$ cat config.mk
export PLATFORM = sky130hd
export DESIGN_NAME = ibex_rf_wb_buffer
export DESIGN_NICKNAME = d
export VERILOG_FILES = /design/src/rtl/ibex_rf_wb_pkg.sv /design/src/rtl/ibex_rf_wb_fwd_mux.sv /design/src/rtl/ibex_rf_wb_buffer.sv
export SDC_FILE = /design/constraint.sdc
export NUM_CORES = 1
export LEC_CHECK = 0
export ABC_CLOCK_PERIOD_IN_PS = 4680
export CORE_ASPECT_RATIO = 0.6
export CORE_MARGIN = 2
export CORE_UTILIZATION = 49
export CTS_CLUSTER_DIAMETER = 80
export DETAILED_ROUTE_END_ITERATION = 7
export GPL_ROUTABILITY_DRIVEN = 0
export MAX_ROUTING_LAYER = met4
export PLACE_DENSITY = 0.69
export SYNTH_ARGS = -nofsm -noshare
export SYNTH_HDL_FRONTEND = slang
export SYNTH_HIERARCHICAL = 1
export SYNTH_SLANG_ARGS = --single-unit
$ cat constraint.sdc
create_clock -name clk_i -period 4.68 [get_ports clk_i]
set_input_delay 1.17 -clock clk_i [delete_from_list [all_inputs] [get_ports clk_i]]
set_output_delay 1.17 -clock clk_i [all_outputs]
set_load 0.01 [all_outputs]
$ cat src/rtl/ibex_rf_wb_pkg.sv
// Shared types and helpers for the register-file write-back buffer.
// Entry data width is fixed at WbDataWidth; the buffer's DataWidth must match it.
package ibex_rf_wb_pkg;

  localparam int unsigned WbDataWidth = 32;

  typedef enum logic [1:0] {
    WB_IDLE,
    WB_DRAIN,
    WB_FLUSH
  } wb_state_e;

  typedef struct packed {
    logic                   valid;
    logic [4:0]             addr;
    logic [WbDataWidth-1:0] data;
  } wb_entry_t;

  // Pointers are at most 3 bits wide (Depth <= 8); callers cast to their own width.
  function automatic logic [2:0] wb_ptr_inc(input logic [2:0] ptr, input int unsigned depth);
    return (32'(ptr) == depth - 1) ? 3'd0 : ptr + 3'd1;
  endfunction

endpackage

$ cat src/rtl/ibex_rf_wb_fwd_mux.sv
// Youngest-match forwarding mux over the write-back buffer entries.
// Scans oldest to youngest from the read pointer so later matches override earlier ones.
module ibex_rf_wb_fwd_mux
  import ibex_rf_wb_pkg::*;
#(
  parameter int unsigned Depth = 4,
  localparam int unsigned PtrW = $clog2(Depth)
) (
  input  wb_entry_t              entries [Depth],
  input  logic [PtrW-1:0]        rd_ptr,
  input  logic [4:0]             raddr,
  output logic                   valid,
  output logic [WbDataWidth-1:0] data
);

  logic [PtrW-1:0] idx;

  // NOTE: every output gets a default before the loop so no latch is inferred.
  always_comb begin
    valid = 1'b0;
    data  = '0;
    idx   = '0;
    for (int unsigned k = 0; k < Depth; k++) begin
      idx = rd_ptr + PtrW'(k);
      if (entries[idx].valid && (entries[idx].addr == raddr) && (raddr != 5'd0)) begin
        valid = 1'b1;
        data  = entries[idx].data;
      end
    end
  end

endmodule

$ cat src/rtl/ibex_rf_wb_buffer.sv
// Write-back buffer in front of the hierarchical register file: absorbs writes during
// rf stalls, drains in order, forwards pending data. Optional: IBEX_RF_WB_COALESCE_EN.
module ibex_rf_wb_buffer
  import ibex_rf_wb_pkg::*;
#(
  parameter int unsigned Depth     = 4,
  parameter int unsigned DataWidth = WbDataWidth
) (
  input  logic                     clk_i,
  input  logic                     rst_ni,
  input  logic                     wb_we_i,
  input  logic [4:0]               wb_waddr_i,
  input  logic [DataWidth-1:0]     wb_wdata_i,
  output logic                     wb_ready_o,
  output logic                     rf_we_o,
  output logic [4:0]               rf_waddr_o,
  output logic [DataWidth-1:0]     rf_wdata_o,
  input  logic                     rf_stall_i,
  input  logic [4:0]               raddr_a_i,
  input  logic [4:0]               raddr_b_i,
  output logic                     fwd_a_valid_o,
  output logic [DataWidth-1:0]     fwd_a_data_o,
  output logic                     fwd_b_valid_o,
  output logic [DataWidth-1:0]     fwd_b_data_o,
  input  logic                     flush_req_i,
  output logic                     flush_done_o,
  output logic [$clog2(Depth):0]   count_o
);

  localparam int unsigned PtrW = $clog2(Depth);
  localparam int unsigned CntW = $clog2(Depth) + 1;

  wb_entry_t       entries [Depth];
  logic [PtrW-1:0] rd_ptr;
  logic [PtrW-1:0] wr_ptr;
  logic [CntW-1:0] count;
  logic [CntW-1:0] count_next;
  wb_state_e       state;

  logic push;
  logic alloc;
  logic pop;
  logic coal_hit;

`ifdef IBEX_RF_WB_COALESCE_EN
  logic [PtrW-1:0] coal_idx;
  logic [PtrW-1:0] scan_idx;

  // The head is skipped: it may be mid-write to the register file.
  always_comb begin
    coal_hit = 1'b0;
    coal_idx = '0;
    scan_idx = '0;
    for (int unsigned k = 1; k < Depth; k++) begin
      scan_idx = rd_ptr + PtrW'(k);
      if (entries[scan_idx].valid && (entries[scan_idx].addr == wb_waddr_i)) begin
        coal_hit = 1'b1;
        coal_idx = scan_idx;
      end
    end
  end
`else
  assign coal_hit = 1'b0;
`endif

  assign wb_ready_o = (state != WB_FLUSH) && ((count < CntW'(Depth)) || coal_hit);
  assign push       = wb_we_i && wb_ready_o && (wb_waddr_i != 5'd0);
  assign alloc      = push && !coal_hit;
  assign pop        = rf_we_o && !rf_stall_i;
  assign count_next = count + CntW'(alloc) - CntW'(pop);

  assign rf_we_o    = (count != '0);
  assign rf_waddr_o = entries[rd_ptr].addr;
  assign rf_wdata_o = entries[rd_ptr].data;
  assign count_o    = count;

  // NOTE: the whole entry array is reset, not just the valid bits, because the head
  // fields drive rf_waddr_o/rf_wdata_o directly and must read as zero out of reset.
  always_ff @(posedge clk_i or negedge rst_ni) begin
    if (!rst_ni) begin
      for (int unsigned i = 0; i < Depth; i++) begin
        entries[i] <= '0;
      end
      rd_ptr <= '0;
      wr_ptr <= '0;
      count  <= '0;
    end else begin
      // NOTE: non-blocking assignments keep every flop reading pre-edge values.
      if (pop) begin
        entries[rd_ptr].valid <= 1'b0;
        rd_ptr                <= PtrW'(wb_ptr_inc(3'(rd_ptr), Depth));
      end
      if (alloc) begin
        entries[wr_ptr] <= '{valid: 1'b1, addr: wb_waddr_i, data: wb_wdata_i};
        wr_ptr          <= PtrW'(wb_ptr_inc(3'(wr_ptr), Depth));
      end
`ifdef IBEX_RF_WB_COALESCE_EN
      else if (push) begin
        entries[coal_idx].data <= wb_wdata_i;
      end
`endif
      count <= count_next;
    end
  end

  // A flush completes on the edge where occupancy reaches zero; done is registered.
  always_ff @(posedge clk_i or negedge rst_ni) begin
    if (!rst_ni) begin
      state        <= WB_IDLE;
      flush_done_o <= 1'b0;
    end else begin
      flush_done_o <= 1'b0;
      if (flush_req_i || (state == WB_FLUSH)) begin
        if (count_next == '0) begin
          state        <= WB_IDLE;
          flush_done_o <= 1'b1;
        end else begin
          state <= WB_FLUSH;
        end
      end else begin
        state <= (count_next == '0) ? WB_IDLE : WB_DRAIN;
      end
    end
  end

  ibex_rf_wb_fwd_mux #(.Depth(Depth)) u_fwd_a (
    .entries (entries),
    .rd_ptr  (rd_ptr),
    .raddr   (raddr_a_i),
    .valid   (fwd_a_valid_o),
    .data    (fwd_a_data_o)
  );

  ibex_rf_wb_fwd_mux #(.Depth(Depth)) u_fwd_b (
    .entries (entries),
    .rd_ptr  (rd_ptr),
    .raddr   (raddr_b_i),
    .valid   (fwd_b_valid_o),
    .data    (fwd_b_data_o)
  );

  wb_protocol_a : assert property (@(posedge clk_i) disable iff (!rst_ni) wb_we_i |-> wb_ready_o);

endmodule

# After elaboration in Yosys (flattened, before gate mapping)
# Index checks and enable logic that the tools add are counted.
dict set report classes {
  magnitude_cmp 8
  bitwise_logic 5
  reduce_logical 29
  shift 0
  muxes 43
  add_sub_neg 7
  div_mod_pow 0
  mul 0
  n_eq_ne 12
}
# operator n
set op_table {}
lappend op_table {{38-bit two-way mux} 10}
lappend op_table {{38-bit binary-select mux with 2-bit select} 4}
lappend op_table {{152-bit bitwise mux} 2}
lappend op_table {{152-bit two-way mux} 2}
lappend op_table {{32-bit two-way mux} 8}
lappend op_table {{38-bit demux with 2-bit select} 2}
lappend op_table {{5-bit == test} 8}
lappend op_table {{1-bit logical AND} 22}
lappend op_table {{3-bit >= comparator, second input constant} 5}
lappend op_table {{2-bit inverter with 3-bit output} 5}
lappend op_table {{5-bit nonzero test} 3}
lappend op_table {{1-bit two-way mux} 11}
lappend op_table {{2-bit two-way mux} 4}
lappend op_table {{2-bit by 1-bit adder with 2-bit output, second input constant} 3}
lappend op_table {{2-bit == test, second input constant} 3}
lappend op_table {{3-bit by 1-bit less-than comparator with 1-bit output, second input constant} 2}
lappend op_table {{2-bit adder, second input constant} 2}
lappend op_table {{3-bit by 1-bit adder with 3-bit output} 1}
lappend op_table {{3-bit zero test} 1}
lappend op_table {{3-bit less-than comparator, second input constant} 1}
lappend op_table {{3-bit nonzero test} 1}
lappend op_table {{3-bit by 1-bit subtractor with 3-bit output} 1}
lappend op_table {{2-bit inequality test, second input constant} 1}
lappend op_table {{1-bit zero test} 1}
lappend op_table {{1-bit logical OR} 1}
dict set report totals {
  out_inout_bits 109
  ram_bits 0
  elab_cells 121
  rom_bits 0
  memories 0
  latch_bits 0
  reg_bits 162
}

# Logic depth before layout (Yosys ltp)
# Gate-level depths: netlist of the first run.
dict set report logic_depth {
  word_depth 11
  mapped_depth 12
  depth_no_buf 12
}

# By module
# The synthesis of the first run kept the hierarchy.
# module n_inst cells_each area_per_inst_um2
set modules_own_cells {}
lappend modules_own_cells {ibex_rf_wb_fwd_mux 2 738 4893.4}
lappend modules_own_cells {ibex_rf_wb_buffer 1 425 7516.0}

# Worst setup path after synthesis of the first run
# OpenSTA, ideal clock, no wires.
dict set report synth_path {
  path_type {input-to-output}
  from {in raddr_a_i[1]}
  to {out fwd_a_data_o[12]}
  cell_stages 9
  t_arrival_ps 3169
  setup_slack_ps 341
  cell_sequence {buf_2 -> or4_4 -> or2_0 -> buf_2 -> a311oi_4 -> buf_6 -> a221oi_1 -> or2_0 -> o211ai_1}
}
dict set report synth_between {
  elab_chain_len 7
}
# element line
set synth_rtl {}
lappend synth_rtl {{start: declaration} ibex_rf_wb_buffer.sv:19} ;# input logic [4:0] raddr_a_i,
lappend synth_rtl {{5-bit == test} ibex_rf_wb_fwd_mux.sv:25} ;# if (entries[idx].valid && (entries[idx].addr == raddr) && (raddr != 5'd0)) begin
lappend synth_rtl {{1-bit logical AND (2 in series)} ibex_rf_wb_fwd_mux.sv:25}
lappend synth_rtl {{32-bit two-way mux (3 in series)} ibex_rf_wb_fwd_mux.sv:25}
lappend synth_rtl {{32-bit two-way mux (*)} ibex_rf_wb_fwd_mux.sv:25}
lappend synth_rtl {{end: declaration} ibex_rf_wb_buffer.sv:22} ;# output logic [DataWidth-1:0] fwd_a_data_o,
# Every way passes the cells marked *; elsewhere a longest branch is shown, timed or not.

# Worst setup path in the final report of the first run
dict set report layout_path {
  from {in raddr_b_i[1]}
  to {out fwd_b_data_o[17]}
}
dict set report layout_between {
  elab_chain_len 7
}
# element line
set layout_rtl {}
lappend layout_rtl {{start: declaration} ibex_rf_wb_buffer.sv:20} ;# input logic [4:0] raddr_b_i,
lappend layout_rtl {{5-bit == test} ibex_rf_wb_fwd_mux.sv:25}
lappend layout_rtl {{1-bit logical AND (2 in series)} ibex_rf_wb_fwd_mux.sv:25}
lappend layout_rtl {{32-bit two-way mux (3 in series)} ibex_rf_wb_fwd_mux.sv:25}
lappend layout_rtl {{32-bit two-way mux (*)} ibex_rf_wb_fwd_mux.sv:25}
lappend layout_rtl {{end: declaration} ibex_rf_wb_buffer.sv:24} ;# output logic [DataWidth-1:0] fwd_b_data_o,
# Marked as above.

==> metrics.txt, run 1 <==
# TYPE chip_impl_metric gauge
chip_impl_info{name="status",value="finished with violations"} 1
chip_impl_info{name="failing_checks",value="setup timing"} 1
chip_impl_metric{name="grt_first_pass_wirelength",unit="um"} 89430
chip_impl_metric{name="cts_max_path_buffers",unit=""} 2
chip_impl_metric{name="worst_pin_slew",unit="ns"} 0.9527
chip_impl_metric{name="drt_iter0_drc",unit=""} 1768
chip_impl_info{name="setup.worst_path.class",value="in2out"} 1
chip_impl_metric{name="yosys_warnings",unit=""} 6
chip_impl_metric{name="synthesis.area",unit="mm2"} 0.01730
chip_impl_metric{name="dieWidth",unit="um"} 246.6
chip_impl_metric{name="grt_antenna_before_repair",unit=""} 1
chip_impl_info{name="synth_top_flop_cell",value="sky130_fd_sc_hd__dfrtp_1"} 1
chip_impl_metric{name="net-switching-power",unit="uW"} 7490
chip_impl_metric{name="via_count",unit=""} 16270
chip_impl_metric{name="netlist-cell-type-count",unit=""} 69
chip_impl_metric{name="die_height",unit="um"} 149.6
chip_impl_metric{name="power.static_leakage",unit="uW"} 0.009343
chip_impl_info{name="post_synth_main_area_contributors",value="sky130_fd_sc_hd__dfrtp_1 (23%), sky130_fd_sc_hd__mux2i_1 (13%), sky130_fd_sc_hd__mux2_2 (9.8%)"} 1
chip_impl_metric{name="net_count_reported_at_finish",unit=""} 2141
chip_impl_info{name="most_frequently_used_cell_type_in_the_post_synthesis_netlist",value="sky130_fd_sc_hd__mux2i_1"} 1
chip_impl_metric{name="timing.critical_path.fanout_max",unit=""} 6
chip_impl_metric{name="design.die.area",unit="mm2"} 0.03688
chip_impl_metric{name="fin_ws",unit="ns"} -0.03925
chip_impl_metric{name="synthesis.nets",unit=""} 1964
chip_impl_metric{name="areaGrowthSynthToFinish",unit="%"} 22.37
chip_impl_metric{name="clkPwrFrac",unit="%"} 9.6
chip_impl_metric{name="yosysSeqAreaShare",unit="%"} 23.43
chip_impl_metric{name="synthCells",unit=""} 1901
chip_impl_metric{name="routed_wirelength",unit="um"} 58680
chip_impl_metric{name="dp_hpwl",unit="um"} 37730
chip_impl_metric{name="sequentialPowerShare",unit="%"} 20.6
chip_impl_info{name="cts_root_buffer",value="sky130_fd_sc_hd__clkbuf_16"} 1
chip_impl_metric{name="critical_path.max_stage_delay",unit="ns"} 0.54
chip_impl_metric{name="slew_viol_final",unit=""} 0
chip_impl_metric{name="path_buf_inv",unit=""} 6
chip_impl_info{name="tritoncts_clock_tree",value="yes"} 1
chip_impl_metric{name="globalRouteTotalUtil",unit="%"} 32.11
chip_impl_metric{name="finalSetupTns",unit="ns"} -0.09231
chip_impl_metric{name="fill_cells",unit=""} 2946
chip_impl_metric{name="multiInputGateArea",unit="mm2"} 0.01259
chip_impl_metric{name="max_cap_viol_count",unit=""} 0
chip_impl_metric{name="synthDominantCellAreaShare",unit="%"} 23.43
chip_impl_metric{name="number_of_search_and_repair_iterations_in_the_first_detailed_routing_pass",unit=""} 6
chip_impl_metric{name="standard_cell_core_area",unit="mm2"} 0.03488
chip_impl_metric{name="asyncSetResetFlopFracSynth",unit="%"} 100.0
chip_impl_metric{name="io_pins",unit=""} 161
chip_impl_metric{name="synth_area_per_cell",unit="um2"} 9.102
chip_impl_info{name="hold_path.class",value="reg2reg"} 1
chip_impl_metric{name="worstSkewPairLatency",unit="ns"} 0.47
chip_impl_info{name="synth_top_cell_by_area",value="sky130_fd_sc_hd__dfrtp_1"} 1
chip_impl_info{name="crit_path_cell_trace",value="buf_6, or4_4, or2_4, a311oi_4, buf_6, buf_6, buf_12, buf_6, a221oi_2, or2_0, o211ai_1, buf_2"} 1
chip_impl_metric{name="max-vdd-ir-drop",unit="uV"} 462.0
chip_impl_metric{name="post-route-util",unit="%"} 60.70
chip_impl_metric{name="cell_internal_pwr",unit="uW"} 8611
chip_impl_metric{name="placementRows",unit=""} 53
chip_impl_metric{name="clk_transition_reported_paths",unit="ns"} 0.08
chip_impl_metric{name="cts.sink_count",unit=""} 162
chip_impl_info{name="endpoint_kind",value="output port"} 1
chip_impl_metric{name="maximum_number_of_pins_on_one_net_before_global_route_repair",unit=""} 145
chip_impl_metric{name="p_comb_share",unit="%"} 69.8
chip_impl_metric{name="ratio_of_cells_with_drive_above_1_in_the_final_layout",unit="%"} 31.42
chip_impl_metric{name="timing.fmax",unit="GHz"} 0.2119
chip_impl_metric{name="power",unit="uW"} 16100
chip_impl_info{name="critical-path-top-delay-family",value="simple AND/OR/NAND/NOR gates"} 1
chip_impl_metric{name="cts_inserted_buffers",unit=""} 17
chip_impl_metric{name="worst_slew_margin_rel",unit="%"} 36.48
chip_impl_metric{name="antenna_violating_nets_post_route",unit=""} 0
chip_impl_metric{name="htree_levels",unit=""} 4
chip_impl_metric{name="cp.arrival",unit="ns"} 3.55
chip_impl_metric{name="gr-total-overflow",unit=""} 0
chip_impl_metric{name="hold-worst-slack",unit="ns"} 0.5888
chip_impl_metric{name="skew",unit="ns"} 0.01455
chip_impl_metric{name="area.sequential",unit="mm2"} 0.004061
chip_impl_info{name="worst_path_max_delay_cell",value="sky130_fd_sc_hd__or4_4"} 1
chip_impl_metric{name="cp.required",unit="ns"} 3.51
chip_impl_info{name="critPathLaunchType",value="primary input"} 1
chip_impl_info{name="cp_most_frequent_cell",value="sky130_fd_sc_hd__buf_6"} 1
chip_impl_metric{name="timing.final.setup_violations",unit=""} 4
chip_impl_metric{name="ys_ff_latch",unit=""} 162
chip_impl_metric{name="placement.io_buffers",unit=""} 160
chip_impl_metric{name="via_per_inst",unit=""} 6.356
chip_impl_info{name="setup_repair_after_global_routing_missed_its_margin",value="yes"} 1
chip_impl_metric{name="number_of_enable_type_register_cells_in_the_synthesized_netlist",unit=""} 0
chip_impl_metric{name="wire_per_inst",unit="um"} 22.93
chip_impl_metric{name="initial_core_util",unit="%"} 49.61
chip_impl_metric{name="report.final.hold_viol_count",unit=""} 0
chip_impl_metric{name="detail_route.drc_violations",unit=""} 0
chip_impl_metric{name="period_share",unit="%"} 100.8
chip_impl_metric{name="power.share.switching",unit="%"} 46.52
chip_impl_metric{name="cell_area_power_density",unit="mW/mm2"} 760.5
chip_impl_metric{name="first_global_vias",unit=""} 15590
chip_impl_metric{name="final_period_minus_worst_setup_slack",unit="ns"} 4.719
chip_impl_info{name="ys_top_cells_by_count",value="sky130_fd_sc_hd__mux2i_1 (232), sky130_fd_sc_hd__nor2_1 (219), sky130_fd_sc_hd__dfrtp_1 (162), sky130_fd_sc_hd__nand2_1 (154), sky130_fd_sc_hd__mux2_2 (150)"} 1
==> metrics by stage <==
stage / instance area (um2) / setup slack (ns) / cells
floorplan: 17300 / 0.3414 / 1901
global placement: 19830 / -0.7198 / 2479
detailed placement: 19830 / -0.7437 / 2479
CTS: 20850 / 0.0002347 / 2547
global route: 21170 / -0.1084 / 2559
finish: 21170 / -0.03925 / 2559
==> logic make-up after synthesis <==
family          Yosys count  share of synthesized area, %
mux                     501                         35.06
buf+inv                 186                         5.944
flops                   162                         23.43
fa+ha+maj                11                        0.8388
simple gates            559                         15.08
xor+xnor                 50                         2.531
compound gates          432                         17.12
==> area by class of cell <==
| class | count | area share [%] |
|---|---|---|
| repair buffers | 329 | 15.41 |
| clock buffers | 17 | 2.009 |
| clock inverters | 15 | 0.9219 |
| flip-flops and latches | 162 | 19.18 |
| well taps | 467 | 2.760 |
| inverters | 13 | 0.2305 |
| diodes | 1 | 0.01182 |
| multi-input cells | 1555 | 59.47 |
==> path summary, 6_finish.rpt <==
path	depth (start not counted)	startpoint	to	slack, ns
worst max-delay path	12	raddr_b_i[1]	fwd_b_data_o[17]	-0.04
worst min-delay path	1	wr_ptr[1]$_DFFE_PN0P_	wr_ptr[1]$_DFFE_PN0P_	0.59
worst max register to register	11	count_o[2]$_DFF_PN0_	state[1]$_DFF_PN0_	1.92
worst min register to register	1	wr_ptr[1]$_DFFE_PN0P_	wr_ptr[1]$_DFFE_PN0P_	0.59
max in group asynchronous	2	rst_ni	entries[97]$_DFFE_PN0P_	2.98
min in group asynchronous	1	rst_ni	entries[138]$_DFFE_PN0P_	0.68
==> power groups by stage <==
| stage | Clock [uW] | Sequential (uW) | Combinational [uW] |
|---|---|---|---|
| after global routing | 1630 | 3440 | 12000 |
| after detailed placement | 0 | 3280 | 10800 |
| after global placement | 0 | 3200 | 10500 |
| after floorplan | 0 | 2810 | 7700 |
| final | 1550 | 3320 | 11200 |
| after CTS | 1570 | 3260 | 10800 |
==> registers in the layout, indices dropped and copies added, names as in the netlist <==
signal,flops
count_o,3
wr_ptr,2
flush_done_o,1
rd_ptr,2
entries,152
state,2
==> layout by cell type (no fill, tap or decap), types with 48 or more instances in the layout <==
master,instances
sky130_fd_sc_hd__nor2_1,217
sky130_fd_sc_hd__or2_2,50
sky130_fd_sc_hd__dfrtp_1,160
sky130_fd_sc_hd__a21oi_1,108
sky130_fd_sc_hd__mux2i_1,221
sky130_fd_sc_hd__a211o_1,48
sky130_fd_sc_hd__nand2b_1,48
sky130_fd_sc_hd__mux2_2,150
sky130_fd_sc_hd__o21ai_0,84
sky130_fd_sc_hd__buf_4,100
sky130_fd_sc_hd__mux2_4,78
sky130_fd_sc_hd__nand2_1,154
sky130_fd_sc_hd__clkdlybuf4s50_1,83
==> metal layers <==
metal	track usage (%)	wire length, um
met2	46.84	25410
met1	45.21	26060
met3	5.864	5762
met5	-	0
met4	9.639	1441
==> what timing repair did <==
item	in CTS	in global routing
buffers inserted	35	9
gates resized for setup	251	73
gates cloned	3	3
pin swaps	60	45
endpoints found under the setup margin	77	76
hold buffers	0	0
(Power assumes the default switching activity.)
==> inputs of run 2 (changes only) <==
- GPL_ROUTABILITY_DRIVEN: 0 -> default
==> run 2 against run 1 <==
The run still ends with setup timing left. Worst hold slack better by 0.0066 ns. Final cell count is 0.63% higher. Largest power group unchanged. Cell area is 0.50% higher.
==> metrics.txt, run 2 (synthesis results as in run 1) <==
# TYPE chip_impl_metric gauge
chip_impl_info{name="mostFrequentLayoutCell",value="sky130_fd_sc_hd__mux2i_1"} 1
chip_impl_metric{name="initial_core_util",unit="%"} 49.61
chip_impl_metric{name="worst_slew_margin_rel",unit="%"} 38.61
chip_impl_metric{name="routed_wirelength",unit="um"} 60060
chip_impl_metric{name="dp_hpwl",unit="um"} 38820
chip_impl_metric{name="multiInputGateArea",unit="mm2"} 0.01259
chip_impl_info{name="failing_checks",value="setup timing"} 1
chip_impl_metric{name="largest_reg_flops",unit=""} 152
chip_impl_metric{name="via_per_inst",unit=""} 6.300
chip_impl_metric{name="cp.arrival",unit="ns"} 3.54
chip_impl_metric{name="power.static_leakage",unit="uW"} 0.009412
chip_impl_metric{name="design.die.area",unit="mm2"} 0.03688
chip_impl_metric{name="placement.io_buffers",unit=""} 160
chip_impl_info{name="status",value="finished with violations"} 1
chip_impl_metric{name="detail_route.drc_violations",unit=""} 0
chip_impl_metric{name="cts_inserted_buffers",unit=""} 17
chip_impl_metric{name="gr-total-overflow",unit=""} 0
chip_impl_metric{name="slew_viol_final",unit=""} 0
chip_impl_metric{name="maximum_number_of_pins_on_one_net_before_global_route_repair",unit=""} 113
chip_impl_info{name="max_flop_register",value="entries"} 1
chip_impl_metric{name="grt_antenna_before_repair",unit=""} 0
chip_impl_metric{name="period_share",unit="%"} 100.5
chip_impl_info{name="setup_repair_after_global_routing_missed_its_margin",value="yes"} 1
chip_impl_metric{name="fill_cells",unit=""} 2989
chip_impl_metric{name="max_cap_viol_count",unit=""} 0
chip_impl_metric{name="post_dp_cell_area",unit="mm2"} 0.01993
chip_impl_metric{name="placementRows",unit=""} 53
chip_impl_info{name="setup.worst_path.class",value="in2out"} 1
chip_impl_metric{name="power",unit="uW"} 16360
chip_impl_metric{name="place_worst_setup_slack",unit="ns"} -0.7883
chip_impl_metric{name="final_design_area_no_fill",unit="mm2"} 0.02128
chip_impl_info{name="hold_path.class",value="reg2reg"} 1
chip_impl_metric{name="clk_transition_reported_paths",unit="ns"} 0.07
chip_impl_metric{name="globalRouteTotalUtil",unit="%"} 33.07
chip_impl_metric{name="htree_levels",unit=""} 4
chip_impl_info{name="endpoint_kind",value="output port"} 1
chip_impl_metric{name="hold-worst-slack",unit="ns"} 0.5955
chip_impl_metric{name="area.sequential",unit="mm2"} 0.004061
chip_impl_metric{name="timing.final.setup_violations",unit=""} 1
chip_impl_metric{name="antenna_violating_nets_post_route",unit=""} 0
chip_impl_metric{name="final_period_minus_worst_setup_slack",unit="ns"} 4.706
chip_impl_metric{name="cp.required",unit="ns"} 3.51
chip_impl_info{name="critPathLaunchType",value="primary input"} 1
chip_impl_metric{name="first_global_vias",unit=""} 15560
chip_impl_metric{name="standard_cell_core_area",unit="mm2"} 0.03488
chip_impl_metric{name="areaGrowthSynthToFinish",unit="%"} 22.97
chip_impl_metric{name="worstSkewPairLatency",unit="ns"} 0.47
chip_impl_metric{name="gp_congestion",unit=""} 0.9158
chip_impl_metric{name="post-route-util",unit="%"} 61.00
chip_impl_metric{name="skew",unit="ns"} 0.01200
chip_impl_metric{name="die_height",unit="um"} 149.6
chip_impl_metric{name="via_count",unit=""} 16220
chip_impl_metric{name="report.final.hold_viol_count",unit=""} 0
chip_impl_metric{name="cts.sink_count",unit=""} 162
chip_impl_metric{name="timing.critical_path.fanout_max",unit=""} 6
chip_impl_metric{name="ratio_of_cells_with_drive_above_1_in_the_final_layout",unit="%"} 31.74
chip_impl_metric{name="max-vdd-ir-drop",unit="uV"} 412.9
chip_impl_info{name="most-common-layout-cells",value="sky130_fd_sc_hd__mux2i_1 (221), sky130_fd_sc_hd__nor2_1 (217), sky130_fd_sc_hd__dfrtp_1 (160)"} 1
chip_impl_info{name="tritoncts_clock_tree",value="yes"} 1
chip_impl_metric{name="worst_pin_slew",unit="ns"} 0.9208
chip_impl_metric{name="wire_per_inst",unit="um"} 23.32
chip_impl_metric{name="number_of_search_and_repair_iterations_in_the_first_detailed_routing_pass",unit=""} 6
chip_impl_info{name="cts_root_buffer",value="sky130_fd_sc_hd__clkbuf_16"} 1
chip_impl_metric{name="cell_area_power_density",unit="mW/mm2"} 769.0
chip_impl_metric{name="cts_max_path_buffers",unit=""} 2
chip_impl_metric{name="drt_iter0_drc",unit=""} 1770
chip_impl_metric{name="timing.fmax",unit="GHz"} 0.2125
chip_impl_metric{name="fin_ws",unit="ns"} -0.02571
chip_impl_metric{name="io_pins",unit=""} 161
chip_impl_metric{name="antenna_cells_inserted",unit=""} 0
chip_impl_metric{name="net_count_reported_at_finish",unit=""} 2158
chip_impl_metric{name="grt_first_pass_wirelength",unit="um"} 91400
chip_impl_metric{name="dieWidth",unit="um"} 246.6
-- run 2: cell type report --
| class | count | share of cell area [%] |
|---|---|---|
| inverter | 13 | 0.2293 |
| clock inverter | 14 | 1.176 |
| clock buffer | 18 | 2.017 |
| timing repair buffer | 345 | 15.57 |
| sequential | 162 | 19.09 |
| multi-input combinational | 1556 | 59.17 |
| tap | 467 | 2.746 |
-- run 2: through the flow --
step                TNS [ns]  instances
finish              -0.02571       2575
global route         -0.6157       2575
CTS                        0       2566
detailed placement    -45.71       2490
global placement      -42.48       2490
floorplan                  0       1901
-- run 2: worst paths after layout --
check / slack [ns] / startpoint / cells past startpoint / end
max in group asynchronous: 3.08 / rst_ni / 2 / rd_ptr[1]$_DFFE_PN0N_
min in group asynchronous: 0.68 / rst_ni / 1 / entries[93]$_DFFE_PN0P_
min: 0.60 / wr_ptr[1]$_DFFE_PN0P_ / 1 / wr_ptr[1]$_DFFE_PN0P_
max: -0.03 / raddr_b_i[0] / 11 / fwd_b_data_o[1]
min reg2reg: 0.60 / wr_ptr[1]$_DFFE_PN0P_ / 1 / wr_ptr[1]$_DFFE_PN0P_
max reg2reg: 1.94 / count_o[2]$_DFF_PN0_ / 11 / state[1]$_DFF_PN0_
-- run 2: critical path, cell delays in order --
cell and delay, ns:
sky130_fd_sc_hd__clkdlybuf4s15_2 0.22, sky130_fd_sc_hd__buf_4 0.15, sky130_fd_sc_hd__buf_4 0.17, sky130_fd_sc_hd__or2_4 0.17
sky130_fd_sc_hd__buf_6 0.10, sky130_fd_sc_hd__o2111ai_4 0.24, sky130_fd_sc_hd__o21bai_4 0.39, sky130_fd_sc_hd__buf_6 0.19
sky130_fd_sc_hd__a31oi_1 0.06, sky130_fd_sc_hd__a211o_1 0.36, sky130_fd_sc_hd__dlygate4sd2_1 0.29
-- run 2: power breakdown --
part,internal (uW),switching (uW),total [uW]
sequential,2080,1260,3340
clock,1010,672,1680
combinational,5740,5600,11300
total,8820,7540,16400
-- run 2: routing by layer --
metal  share of wire, %  routed length, um  track usage [%]  vias to the layer above
li1                   -                  -                -                     7289
met1                 45              26890            46.35                     7917
met2                 43              25630            47.81                      880
met3                9.8               5898            6.654                      136
met4                2.7               1641            10.45                        0
met5                  0                  0                -                        -
-- run 2: repair_timing --
item / in CTS / in global routing
cloned: 3 / 1
hold buffers: 0 / 0
resized for setup: 281 / 50
pin swaps: 63 / 41
endpoints found under the setup margin: 66 / 62
buffers inserted: 42 / 8
==> inputs of run 3 (changes only) <==
- CTS_CLUSTER_DIAMETER: 80 -> default
==> results of run 3 <==
Final layout, timing and power as in run 2 (identical DEF).
